--- config.mk ---
export PLATFORM = sky130hd
export DESIGN_NAME = io_hub
export DESIGN_NICKNAME = d
export VERILOG_FILES = /design/src/rtl/io_hub.sv
export SDC_FILE = /design/constraint.sdc
export NUM_CORES = 1
export LEC_CHECK = 0
export ABC_AREA = 0
export BUFFER_PORTS_ARGS = -buffer_cell sky130_fd_sc_hd__buf_2
export CAP_MARGIN = 20
export CORE_ASPECT_RATIO = 0.8
export CORE_MARGIN = 3
export CORE_UTILIZATION = 40
export CTS_CLUSTER_SIZE = 12
export DETAILED_ROUTE_END_ITERATION = 10
export PLACE_DENSITY = 0.67
export SETUP_SLACK_MARGIN = 0.4
export SYNTH_ARGS = -nofsm -noshare
export SYNTH_HDL_FRONTEND = slang
export SYNTH_SLANG_ARGS = --single-unit
--- constraint.sdc ---
create_clock -name clock -period 2.1 [get_ports clock]
set_clock_uncertainty 0.05 [all_clocks]
set_input_delay 0.105 -clock clock [delete_from_list [all_inputs] [get_ports clock]]
set_output_delay 0.105 -clock clock [all_outputs]
set_load 0.03 [all_outputs]
--- src/rtl/io_hub.sv ---
// io_hub: LED register, synchronised switches, debounced buttons with sticky rise flags; zero-latency reads, writes at the edge, no backpressure.
// Optional registered irq on pending flags when IO_HUB_IRQ_EN is defined; otherwise irq is tied low.
module io_hub #(
   parameter int NUM_BTN   = 2,
   parameter int LED_W     = 24,
   parameter int SW_W      = 24,
   parameter int DB_CYCLES = 20000
) (
   input  logic               clock,
   input  logic               reset,
   input  logic               io_read,
   input  logic               io_write,
   input  logic [3:0]         addr,
   input  logic [31:0]        write_data,
   output logic [31:0]        read_data,
   input  logic [SW_W-1:0]    switches,
   input  logic [NUM_BTN-1:0] btn,
   output logic [LED_W-1:0]   leds,
   output logic               irq
);

   localparam int CW = (DB_CYCLES > 1) ? $clog2(DB_CYCLES) : 1;
   localparam logic [CW-1:0] CNT_MAX = CW'(DB_CYCLES - 1);

   localparam logic [1:0] REG_LED   = 2'd0;
   localparam logic [1:0] REG_SW    = 2'd1;
   localparam logic [1:0] REG_LEVEL = 2'd2;
   localparam logic [1:0] REG_PEND  = 2'd3;

   logic [LED_W-1:0]            leds_q, leds_d;
   logic [SW_W-1:0]             sw_s1_q, sw_s2_q;
   logic [NUM_BTN-1:0]          btn_s1_q, btn_s2_q;
   logic [NUM_BTN-1:0]          stable_q, stable_d;
   logic [NUM_BTN-1:0][CW-1:0]  cnt_q, cnt_d;
   logic [NUM_BTN-1:0]          pend_q, pend_d;
   logic [NUM_BTN-1:0]          clr;
   logic                        wr_led, wr_pend;
   logic                        unused_bits;

   assign unused_bits = ^{addr[1:0], write_data};

   assign wr_led  = io_write && (addr[3:2] == REG_LED);
   assign wr_pend = io_write && (addr[3:2] == REG_PEND);
   assign clr     = wr_pend ? write_data[NUM_BTN-1:0] : '0;
   assign leds_d  = wr_led ? write_data[LED_W-1:0] : leds_q;

   // Each button needs DB_CYCLES consecutive disagreeing samples before the level flips.
   always_comb begin
      stable_d = stable_q;
      cnt_d    = cnt_q;
      for (int i = 0; i < NUM_BTN; i++) begin
         if (btn_s2_q[i] == stable_q[i]) begin
            cnt_d[i] = '0;
         end else if (cnt_q[i] == CNT_MAX) begin
            stable_d[i] = btn_s2_q[i];
            cnt_d[i]    = '0;
         end else begin
            cnt_d[i] = cnt_q[i] + 1'b1;
         end
      end
   end

   // A new rising level is OR-ed in after the clear so it survives a same-edge clear.
   assign pend_d = (pend_q & ~clr) | (stable_d & ~stable_q);

   always_ff @(posedge clock or negedge reset) begin
      if (!reset) begin
         leds_q   <= '0;
         sw_s1_q  <= '0;
         sw_s2_q  <= '0;
         btn_s1_q <= '0;
         btn_s2_q <= '0;
         stable_q <= '0;
         cnt_q    <= '0;
         pend_q   <= '0;
      end else begin
         leds_q   <= leds_d;
         sw_s1_q  <= switches;
         sw_s2_q  <= sw_s1_q;
         btn_s1_q <= btn;
         btn_s2_q <= btn_s1_q;
         stable_q <= stable_d;
         cnt_q    <= cnt_d;
         pend_q   <= pend_d;
      end
   end

   assign leds = leds_q;

   always_comb begin
      read_data = '0;
      if (io_read) begin
         case (addr[3:2])
            REG_LED:   read_data = 32'(leds_q);
            REG_SW:    read_data = 32'(sw_s2_q);
            REG_LEVEL: read_data = 32'(stable_q);
            REG_PEND:  read_data = 32'(pend_q);
            default:   read_data = '0;
         endcase
      end
   end

`ifdef IO_HUB_IRQ_EN
   logic irq_q;

   always_ff @(posedge clock or negedge reset) begin
      if (!reset) begin
         irq_q <= 1'b0;
      end else begin
         irq_q <= |pend_q;
      end
   end

   assign irq = irq_q;
`else
   assign irq = 1'b0;
`endif

endmodule
==> flow_summary.json <==
{
  "hold-path-cell-count": 4,
  "crit_type": "reg2out",
  "worst-path-stages": 3,
  "floorplan.die.width_um": 123,
  "synthDistinctLibCells": 35,
  "avgSynthCellArea_um2": 13.3,
  "synthesized_area_um2": 4350,
  "first_global_vias": 3032,
  "core_area_um2": 10400,
  "cts-buffers-inserted": 9,
  "initialDrtViolationCount": 212,
  "finalSetupViolCount": 0,
  "diodes": 0,
  "largest_net_degree_at_the_start_of_global_routing": 73,
  "power.density_cell_area_nw_per_um2": 819,
  "tritoncts": "built",
  "setup-tns-final_ps": 0,
  "drv_slew": 0,
  "num_rows": 33,
  "worst_setup_sp_type": "flop",
  "critPathArrivalTime_ps": 1510,
  "cts.sinks": 110,
  "place_area_um2": 4970,
  "fp.dieH_um": 99.2,
  "final_nets": 555,
  "groute.layer.met3.usage_pct": 4.15,
  "clk-insertion-delay-late_ps": 340,
  "worst-path-buf-inv": 1,
  "final.min_clock_period_ps": 1670,
  "initial_antenna_violation_count": 0,
  "groute.layer.met2.usage_pct": 24.7,
  "final_antenna_net_count": 0,
  "cts.clk_slew.worst_paths_ps": 70,
  "post-route-cell-area_um2": 5840,
  "worstSetupEndpoint": "read_data[0]",
  "post_drt_wl_per_cell_um": 13.9,
  "cts-root-to-sink-buffers": 2,
  "run_status": "finished clean",
  "crit_path_max_incr_delay_ps": 500,
  "hold_path_start": "io_write",
  "worstPathMaxFanout": 2,
  "clock_tree.htree_level_count": 3,
  "worst_pin_slew_ps": 911,
  "post-dp-hpwl_um": 5810,
  "worst_r2r_path_depth": 4,
  "max_cap_viol_count": 0,
  "drt_first_pass_iters": 4,
  "detail_route.vias_per_cell": 4.69,
  "drc": 0,
  "initial_utilization_pct": 41.8,
  "place_congestion": 0.775,
  "placedCellCount": 562,
  "detail_route.wirelength_um": 8770,
  "max_clock_freq_mhz": 600,
  "leakage_uw": 0.00278,
  "utilization_pct": 56.1,
  "total_power_uw": 4780,
  "timing.slew.headroom_pct": 39.2,
  "startpoint": "pend_q[0]",
  "final_min_period_over_clock_period_pct": 79.4,
  "gr-total-overflow": 0,
  "portion_of_the_post_synthesis_area_used_by_sequential_elements_pct": 63.3,
  "synth.yosys.warnings": 0,
  "post_layout_nonfiller_instances": 632,
  "critPathSlowestCell": "sky130_fd_sc_hd__mux4_2",
  "via_count": 2964,
  "first_pass_grt_wire_length_um": 14600,
  "cpLargestDelayFamily": "multiplexers",
  "synthCells": 327,
  "use_met1_pct": 19.6,
  "worstHoldPathType": "in2reg",
  "clock_tree.root_cell": "sky130_fd_sc_hd__clkbuf_16",
  "fill_cells": 866,
  "worst_reg2reg_path_startpoint": "cnt_q[1]",
  "worstPathRequired_ps": 1950,
  "rrSetupSlack_ps": 500,
  "track_usage_pct": 15.3,
  "areaGrowthSynthToFinish_pct": 34.3,
  "critPathCaptureType": "output port",
  "power.ir.vdd_worst_uv": 405,
  "dieArea_um2": 12200,
  "synth.ff_latch_count": 110,
  "io-pin-count": 123,
  "io_buffers": 103,
  "worstPathCellList": "mux4_2, and2_4, buf_6",
  "hold_viol": 0,
  "layout-drive-gt1-share_pct": 34.3,
  "rsz0062_at_grt": "yes",
  "grt_busiest_layer": "met2",
  "worst_r2r_endpoint": "stable_q[0]"
}
## per-layer routing
layer | vias to the layer above | share of wire [%]
li1 | 1418 | -
met1 | 1453 | 44
met2 | 82 | 49
met3 | 11 | 5.7
met4 | 0 | 1.7
met5 | - | 0
## cells by family (layout without fill, tap and decap cells)
group	Yosys count	after routing	synth area share [%]
other cells	1	9	0.0863
fa+ha+maj	2	2	0.576
flops	110	110	63.3
mux	50	50	12.9
simple gates	110	110	13.5
compound gates	4	4	0.547
buf+inv	23	180	3.60
xor+xnor	27	27	5.44
## layout by cell type, fill, tap and decap left out, drive strengths merged, types with 10 or more instances in the layout
cell type / instances
buf: 112
nand4: 13
clkbuf: 10
mux2i: 22
dlygate4sd3: 51
xor2: 19
dfrtp: 110
nand3: 12
nor2: 50
mux2: 26
## state kept, by name, indices dropped and copies added (netlist names)
name	cells
cnt_q	30
btn_s1_q	2
leds	24
btn_s2_q	2
stable_q	2
sw_s1_q	24
pend_q	2
sw_s2_q	24
## Yosys cell counts
cell                         n  area, µm²
sky130_fd_sc_hd__o21ai_0     3       15.0
sky130_fd_sc_hd__buf_2       5       25.0
sky130_fd_sc_hd__ha_1        2       25.0
sky130_fd_sc_hd__a21oi_2     1       8.76
sky130_fd_sc_hd__xnor2_1     8       70.1
sky130_fd_sc_hd__nor2_1     50        188
sky130_fd_sc_hd__and4_1      5       43.8
sky130_fd_sc_hd__and3_1      5       31.3
sky130_fd_sc_hd__nand4_2     1       12.5
sky130_fd_sc_hd__nand2_2     1       6.26
sky130_fd_sc_hd__or3_1       1       6.26
sky130_fd_sc_hd__nand2b_1    3       18.8
sky130_fd_sc_hd__buf_6       2       22.5
sky130_fd_sc_hd__nor3_1      3       15.0
sky130_fd_sc_hd__nor4b_1     1       8.76
sky130_fd_sc_hd__buf_4      13       97.6
sky130_fd_sc_hd__mux4_2      2       45.0
sky130_fd_sc_hd__nand4_4     1       21.3
sky130_fd_sc_hd__dfrtp_1   110       2750
sky130_fd_sc_hd__conb_1      1       3.75
sky130_fd_sc_hd__nor3b_1     1       7.51
sky130_fd_sc_hd__inv_1       1       3.75
sky130_fd_sc_hd__nand2_1     8       30.0
sky130_fd_sc_hd__mux2_4      1       15.0
sky130_fd_sc_hd__nand4_1    11       68.8
sky130_fd_sc_hd__mux2i_1    22        220
sky130_fd_sc_hd__nand3_1    11       55.1
sky130_fd_sc_hd__nand3_2     1       10.0
sky130_fd_sc_hd__nor4_1      2       12.5
sky130_fd_sc_hd__and2_1      3       18.8
sky130_fd_sc_hd__mux2_2     25        282
sky130_fd_sc_hd__clkbuf_1    2       7.51
sky130_fd_sc_hd__nor3b_4     1       18.8
sky130_fd_sc_hd__nor4_2      1       12.5
sky130_fd_sc_hd__xor2_1     19        166
## how the worst min path moves through the flow
stage and endpoint:
2_1_floorplan btn_s1_q[0], 3_3_place_gp cnt_q[0], 3_5_place_dp leds[1], 4_1_cts pend_q[1]
5_1_grt pend_q[1], 6_report pend_q[1]
## through the flow
step	hold slack [ps]	setup WS, ps
final	64.1	433
after floorplan	-241	531
after detailed placement	34.5	383
after CTS	46.5	380
after global placement	28.8	396
after global routing	72.5	384
## layout make-up
| type | count | area (µm²) | share of cell area [%] |
|---|---|---|---|
| clock buffer | 10 | 239 | 4.09 |
| clock inverter | 6 | 52.6 | 0.900 |
| inverter | 1 | 3.75 | 0.0643 |
| multi-input combinational | 202 | 1490 | 25.5 |
| sequential | 110 | 2750 | 47.2 |
| tap | 140 | 175 | 3.00 |
| timing repair buffer | 163 | 1120 | 19.3 |
## power breakdown
| group | internal [µW] | leakage [µW] | switching, µW | total, µW |
|---|---|---|---|---|
| combinational | 323 | 0.00128 | 477 | 800 |
| sequential | 2270 | 0.00136 | 91.5 | 2360 |
| clock | 858 | 0.000143 | 766 | 1620 |
| total | 3450 | 0.00278 | 1330 | 4780 |
## worst min-delay path, cell delays in order
cell                      delay, ps
sky130_fd_sc_hd__buf_2          120
sky130_fd_sc_hd__nand4_1         80
sky130_fd_sc_hd__nand2_1         50
sky130_fd_sc_hd__o21ai_0         60
## repair_timing
item	CTS	global route
resized for setup	3	10
hold buffers	51	0
pin swaps	0	2
endpoints found under the setup margin	15	32
hold endpoints to repair	81	0
setup buffers	3	0
(Power assumes the default switching activity.)
